--- src/rtl/irq_ctrl.sv ---
// Interrupt controller: three sources (sw, timer, ext) with a per-source enable mask,
// a global enable, and a one-deep IDLE/REQ/SERVICE request handshake with the core.
module irq_ctrl #(
    parameter int unsigned CAUSE_SW    = 3,
    parameter int unsigned CAUSE_TIMER = 7,
    parameter int unsigned CAUSE_EXT   = 11
) (
    input  logic        clk,
    input  logic        rst,
    input  logic        timer_interupt,
    input  logic        ext_irq,
    input  logic        sw_irq,
    input  logic        mie_we,
    input  logic [2:0]  mie_wdata,
    input  logic        gie_we,
    input  logic        gie_wdata,
    input  logic        irq_ack,
    input  logic        mret,
    output logic        irq_req,
    output logic [31:0] irq_cause,
    output logic [2:0]  mip,
    output logic [2:0]  mie,
    output logic        gie,
    output logic        in_service
);

    typedef enum logic [1:0] {IDLE, REQ, SERVICE} state_t;

    state_t     state;
    logic       saved_gie;
    logic [2:0] sel;
    logic [2:0] eligible;
    logic [2:0] pick;
    logic [2:0] mie_nxt;
    logic       gie_nxt;
    logic       drop;
    logic       timer_clr;

    function automatic logic [2:0] prio_pick(input logic [2:0] e);
        if (e[2])      return 3'b100;
        else if (e[0]) return 3'b001;
        else if (e[1]) return 3'b010;
        else           return 3'b000;
    endfunction

    function automatic logic [30:0] cause_code(input logic [2:0] s);
        if (s[2])      return 31'(CAUSE_EXT);
        else if (s[0]) return 31'(CAUSE_SW);
        else           return 31'(CAUSE_TIMER);
    endfunction

    always_comb begin
        eligible  = mip & mie & {3{gie}};
        pick      = prio_pick(eligible);
        mie_nxt   = mie_we ? mie_wdata : mie;
        gie_nxt   = gie_we ? gie_wdata : gie;
        // Withdrawal looks at the enables as they will be after this edge's writes.
        drop      = !gie_nxt || ((sel & mie_nxt) == 3'b000);
        timer_clr = (state == REQ) && irq_ack && sel[1];
    end

    always_ff @(posedge clk) begin
        if (!rst) begin
            state      <= IDLE;
            irq_req    <= 1'b0;
            irq_cause  <= '0;
            mip        <= '0;
            mie        <= '0;
            gie        <= 1'b0;
            saved_gie  <= 1'b0;
            in_service <= 1'b0;
            sel        <= '0;
        end else begin
            // Timer pending is sticky; a new pulse beats a same-cycle clear.
            mip[0] <= sw_irq;
            mip[2] <= ext_irq;
            mip[1] <= timer_interupt | (mip[1] & ~timer_clr);
            mie    <= mie_nxt;
            gie    <= gie_nxt;
            case (state)
                IDLE: begin
                    if (eligible != 3'b000) begin
                        state     <= REQ;
                        irq_req   <= 1'b1;
                        sel       <= pick;
                        irq_cause <= {1'b1, cause_code(pick)};
                    end
                end
                REQ: begin
                    if (irq_ack) begin
                        state      <= SERVICE;
                        irq_req    <= 1'b0;
                        saved_gie  <= gie;
                        gie        <= 1'b0;
                        in_service <= 1'b1;
                    end else if (drop) begin
                        state   <= IDLE;
                        irq_req <= 1'b0;
                    end
                end
                SERVICE: begin
                    if (mret) begin
                        state      <= IDLE;
                        gie        <= saved_gie;
                        in_service <= 1'b0;
                    end
                end
                default: begin
                    state      <= IDLE;
                    irq_req    <= 1'b0;
                    in_service <= 1'b0;
                end
            endcase
        end
    end

endmodule

--- config.mk ---
export PLATFORM = sky130hd
export DESIGN_NAME = irq_ctrl
export DESIGN_NICKNAME = d
export VERILOG_FILES = /design/src/rtl/irq_ctrl.sv
export SDC_FILE = /design/constraint.sdc
export NUM_CORES = 1
export LEC_CHECK = 0
export ABC_CLOCK_PERIOD_IN_PS = 3200
export CAP_MARGIN = 20
export CORE_UTILIZATION = 30
export CTS_BUF_LIST = sky130_fd_sc_hd__clkbuf_8
export CTS_CLUSTER_DIAMETER = 30
export DETAILED_ROUTE_END_ITERATION = 16
export DONT_BUFFER_PORTS = 1
export GPL_TIMING_DRIVEN = 0
export PLACE_DENSITY = 0.54
export SLEW_MARGIN = 20
export SYNTH_ARGS = -nofsm -noshare
export SYNTH_HDL_FRONTEND = slang
export SYNTH_SLANG_ARGS = --single-unit
--- constraint.sdc ---
create_clock -name clk -period 3.2 [get_ports clk]
set_clock_uncertainty 0.1 [all_clocks]
set_input_delay 0.48 -clock clk [delete_from_list [all_inputs] [get_ports clk]]
set_output_delay 0.48 -clock clk [all_outputs]
set_load 0.01 [all_outputs]
==> results_dict.tcl <==
set metrics [dict create \
    initial_core_util 0.322 \
    setup.worst_path.start "state[1]" \
    inserted_clock_buffers 3 \
    critical_path.top_delay_family "compound AO/OA/AOI/OAI gates" \
    endpoint_kind "register" \
    timing.setup.tns_ns 0 \
    seqPwrFrac 0.450 \
    outcome "complete, no violations" \
    cts_hold_buffers 0 \
    ir_worst_vdd_v 0.000186 \
    die_h_um 59.7 \
    final.period_utilization 0.570 \
    final-setup-viol-count 0 \
    path_cells "inv_1, ha_1, nand2b_1, or2_2, o211a_1, o221a_2" \
    antenna_cells_inserted 0 \
    worst_skew_pair.late_latency_ns 0.26 \
    rows 20 \
    worst_ep_arrival_time_ns 1.87 \
    startpoint_type "register" \
    clock_buffer_depth 2 \
    routabilityCongestion 0.784 \
    routed-via-count 771 \
    finalCriticalPeriod_ns 1.82 \
    p_int_uw 385 \
    post_cts_resized 0 \
    maximum_number_of_pins_on_one_net_before_global_route_repair 11 \
    seq_area_frac_synth 0.341 \
    layout.cells.most_common_list "sky130_fd_sc_hd__buf_4 (30), sky130_fd_sc_hd__conb_1 (27), sky130_fd_sc_hd__dfxtp_1 (17)" \
    post_synth.cell_area_avg_um2 8.68 \
    post_synth_instance_area_um2 998 \
    place_hpwl_um 1510 \
    finalNonFillerCells 189 \
    first_global_vias 709 \
    worst_ep_required_time_ns 3.25 \
    timing_worst_setup_path_type "reg2reg" \
    clkPwrFrac 0.292 \
    switching_share 0.315 \
    critical-path-slowest-cell "sky130_fd_sc_hd__dfxtp_1" \
    drt-vias-per-instance 4.08 \
    grt_pass1_wl_um 3000 \
    synthesis.instances 115 \
    critical-path-max-stage-delay_ns 0.33 \
    drt-pass1-iter-count 4 \
    seq_cells_post_synth 17 \
    yosys.cell_types.count 30 \
    tritoncts "built" \
    port_buffers 0 \
    slew_viol_final 0 \
    p_sw_uw 177 \
    route.antenna.remaining_nets 0 \
    clock_sinks 17 \
    max_cap_viol_count 0 \
    core-area_mm2 0.00310 \
    global_route.usage.total 0.112 \
    dpl.cell_count 185 \
    initialDrtViolationCount 9 \
    timing.final.hold_violations 0 \
    route.detailed.drc 0 \
    antenna_found_initial 0 \
    holdCritPathClass "in2reg" \
    io_pins 54 \
    max_freq_mhz 549 \
    crit_path_max_fanout 6 \
    leakage_nw 0.598 \
    worstReg2RegStart "state[1]" \
    clk_transition_reported_paths_ns 0.07 \
    htreeDepth 1 \
    fp.dieArea_mm2 0.00356 \
    overflow 0 \
    wl_um 1900 \
    die_w_um 59.7 \
    layout.nets 162 \
    layout-drive-gt1-share 0.283 \
    leading_cell_type_in_the_layout_fill_and_taps_excluded "sky130_fd_sc_hd__buf_4" \
    cts_setup_buffers 0 \
    avgRoutedWirePerCell_um 10.1 \
    comb_power_share 0.258 \
    setup_repair_after_global_routing_missed_its_margin "no" \
    holdCritStartpoint "timer_interupt" \
    area_growth_pct 19.9 \
    yosys_warnings 0 \
    power.density_cell_area_mw_per_mm2 469 \
    cp.buffers_inverters 1 \
    root_cell_of_the_clock_tree "sky130_fd_sc_hd__clkbuf_8" \
]
==> cell type report <==
type | count | area (um^2)
plain buffers | 32 | 234
clock buffers | 3 | 41.3
clock inverters | 1 | 5.00
fillers | 349 | 1910
inverters | 5 | 18.8
multi-input cells | 87 | 503
flip-flops and latches | 17 | 340
well taps | 44 | 55.1
==> worst paths after layout <==
kind	end	slack [ns]	depth (start not counted)
max	state[0]	1.38	6
min reg2reg	saved_gie	0.36	2
max reg2reg	state[0]	1.38	6
min	mip[1]	0.24	2
==> power groups by stage <==
stage               Combinational [mW]  Sequential, mW  Clock, mW
floorplan                        0.123           0.253          0
global placement                 0.139           0.257          0
detailed placement               0.142           0.258          0
CTS                              0.143           0.253      0.164
global route                     0.160           0.255      0.172
finish                           0.145           0.252      0.164
==> registers in the layout, indices dropped and copies added (netlist names) <==
signal      count
gie             1
in_service      1
irq_cause       3
irq_req         1
mie             3
mip             3
saved_gie       1
sel             2
state           2
==> Yosys cell counts <==
library cell | number | area [um^2]
sky130_fd_sc_hd__dfxtp_1 | 17 | 340
sky130_fd_sc_hd__a21oi_1 | 6 | 30.0
sky130_fd_sc_hd__nand2_1 | 6 | 22.5
sky130_fd_sc_hd__inv_1 | 5 | 18.8
sky130_fd_sc_hd__and2_2 | 1 | 7.51
sky130_fd_sc_hd__or2_2 | 1 | 6.26
sky130_fd_sc_hd__ha_1 | 3 | 37.5
sky130_fd_sc_hd__mux2i_1 | 3 | 30.0
sky130_fd_sc_hd__nand3_1 | 4 | 20.0
sky130_fd_sc_hd__conb_1 | 1 | 3.75
sky130_fd_sc_hd__o221a_2 | 1 | 11.3
sky130_fd_sc_hd__buf_2 | 1 | 5.00
sky130_fd_sc_hd__buf_4 | 30 | 225
sky130_fd_sc_hd__nor2_1 | 8 | 30.0
sky130_fd_sc_hd__o21ai_0 | 2 | 10.0
sky130_fd_sc_hd__nand2b_1 | 2 | 12.5
sky130_fd_sc_hd__mux2_2 | 2 | 22.5
sky130_fd_sc_hd__mux2_4 | 1 | 15.0
sky130_fd_sc_hd__a211o_1 | 1 | 8.76
sky130_fd_sc_hd__a222oi_1 | 1 | 10.0
sky130_fd_sc_hd__a32oi_1 | 1 | 8.76
sky130_fd_sc_hd__clkbuf_1 | 1 | 3.75
sky130_fd_sc_hd__a31oi_1 | 2 | 12.5
sky130_fd_sc_hd__and3_1 | 1 | 6.26
sky130_fd_sc_hd__o211ai_1 | 2 | 15.0
sky130_fd_sc_hd__and2_1 | 6 | 37.5
sky130_fd_sc_hd__o21a_1 | 3 | 22.5
sky130_fd_sc_hd__nand4_1 | 1 | 6.26
sky130_fd_sc_hd__a22o_1 | 1 | 8.76
sky130_fd_sc_hd__o211a_1 | 1 | 10.0
==> kinds of logic (layout without fill, tap and decap cells) <==
family,count (synthesis),after routing,share of synthesized area
AO/OA/AOI/OAI,21,21,0.148
flip-flops,17,17,0.341
multiplexers,6,6,0.0677
AND/OR/NAND/NOR,30,30,0.149
adder cells (fa/ha/maj),3,3,0.0376
buffers and inverters,37,41,0.253
other,1,27,0.00376
==> stage by stage <==
stage | utilization | hold WS [ns] | instance area [um^2] | setup slack [ns] | power (mW)
after floorplan | - | 0.337 | 1100 | 1.47 | 0.375
after global placement | 0.371 | 0.353 | 1150 | 1.34 | 0.396
after detailed placement | 0.371 | 0.359 | 1150 | 1.32 | 0.400
after CTS | 0.386 | 0.245 | 1200 | 1.38 | 0.560
after global routing | 0.386 | 0.248 | 1200 | 1.27 | 0.587
final | 0.386 | 0.242 | 1200 | 1.38 | 0.562
==> per-layer routing <==
| layer | vias up | wire, um | global-route usage |
|---|---|---|---|
| met5 | - | 0 | 0 |
| met3 | 5 | 163 | 0.0216 |
| met1 | 342 | 812 | 0.132 |
| li1 | 390 | - | - |
| met4 | 0 | 37 | 0.0598 |
| met2 | 34 | 887 | 0.190 |
Note: power is estimated with default switching activity, not from simulation.
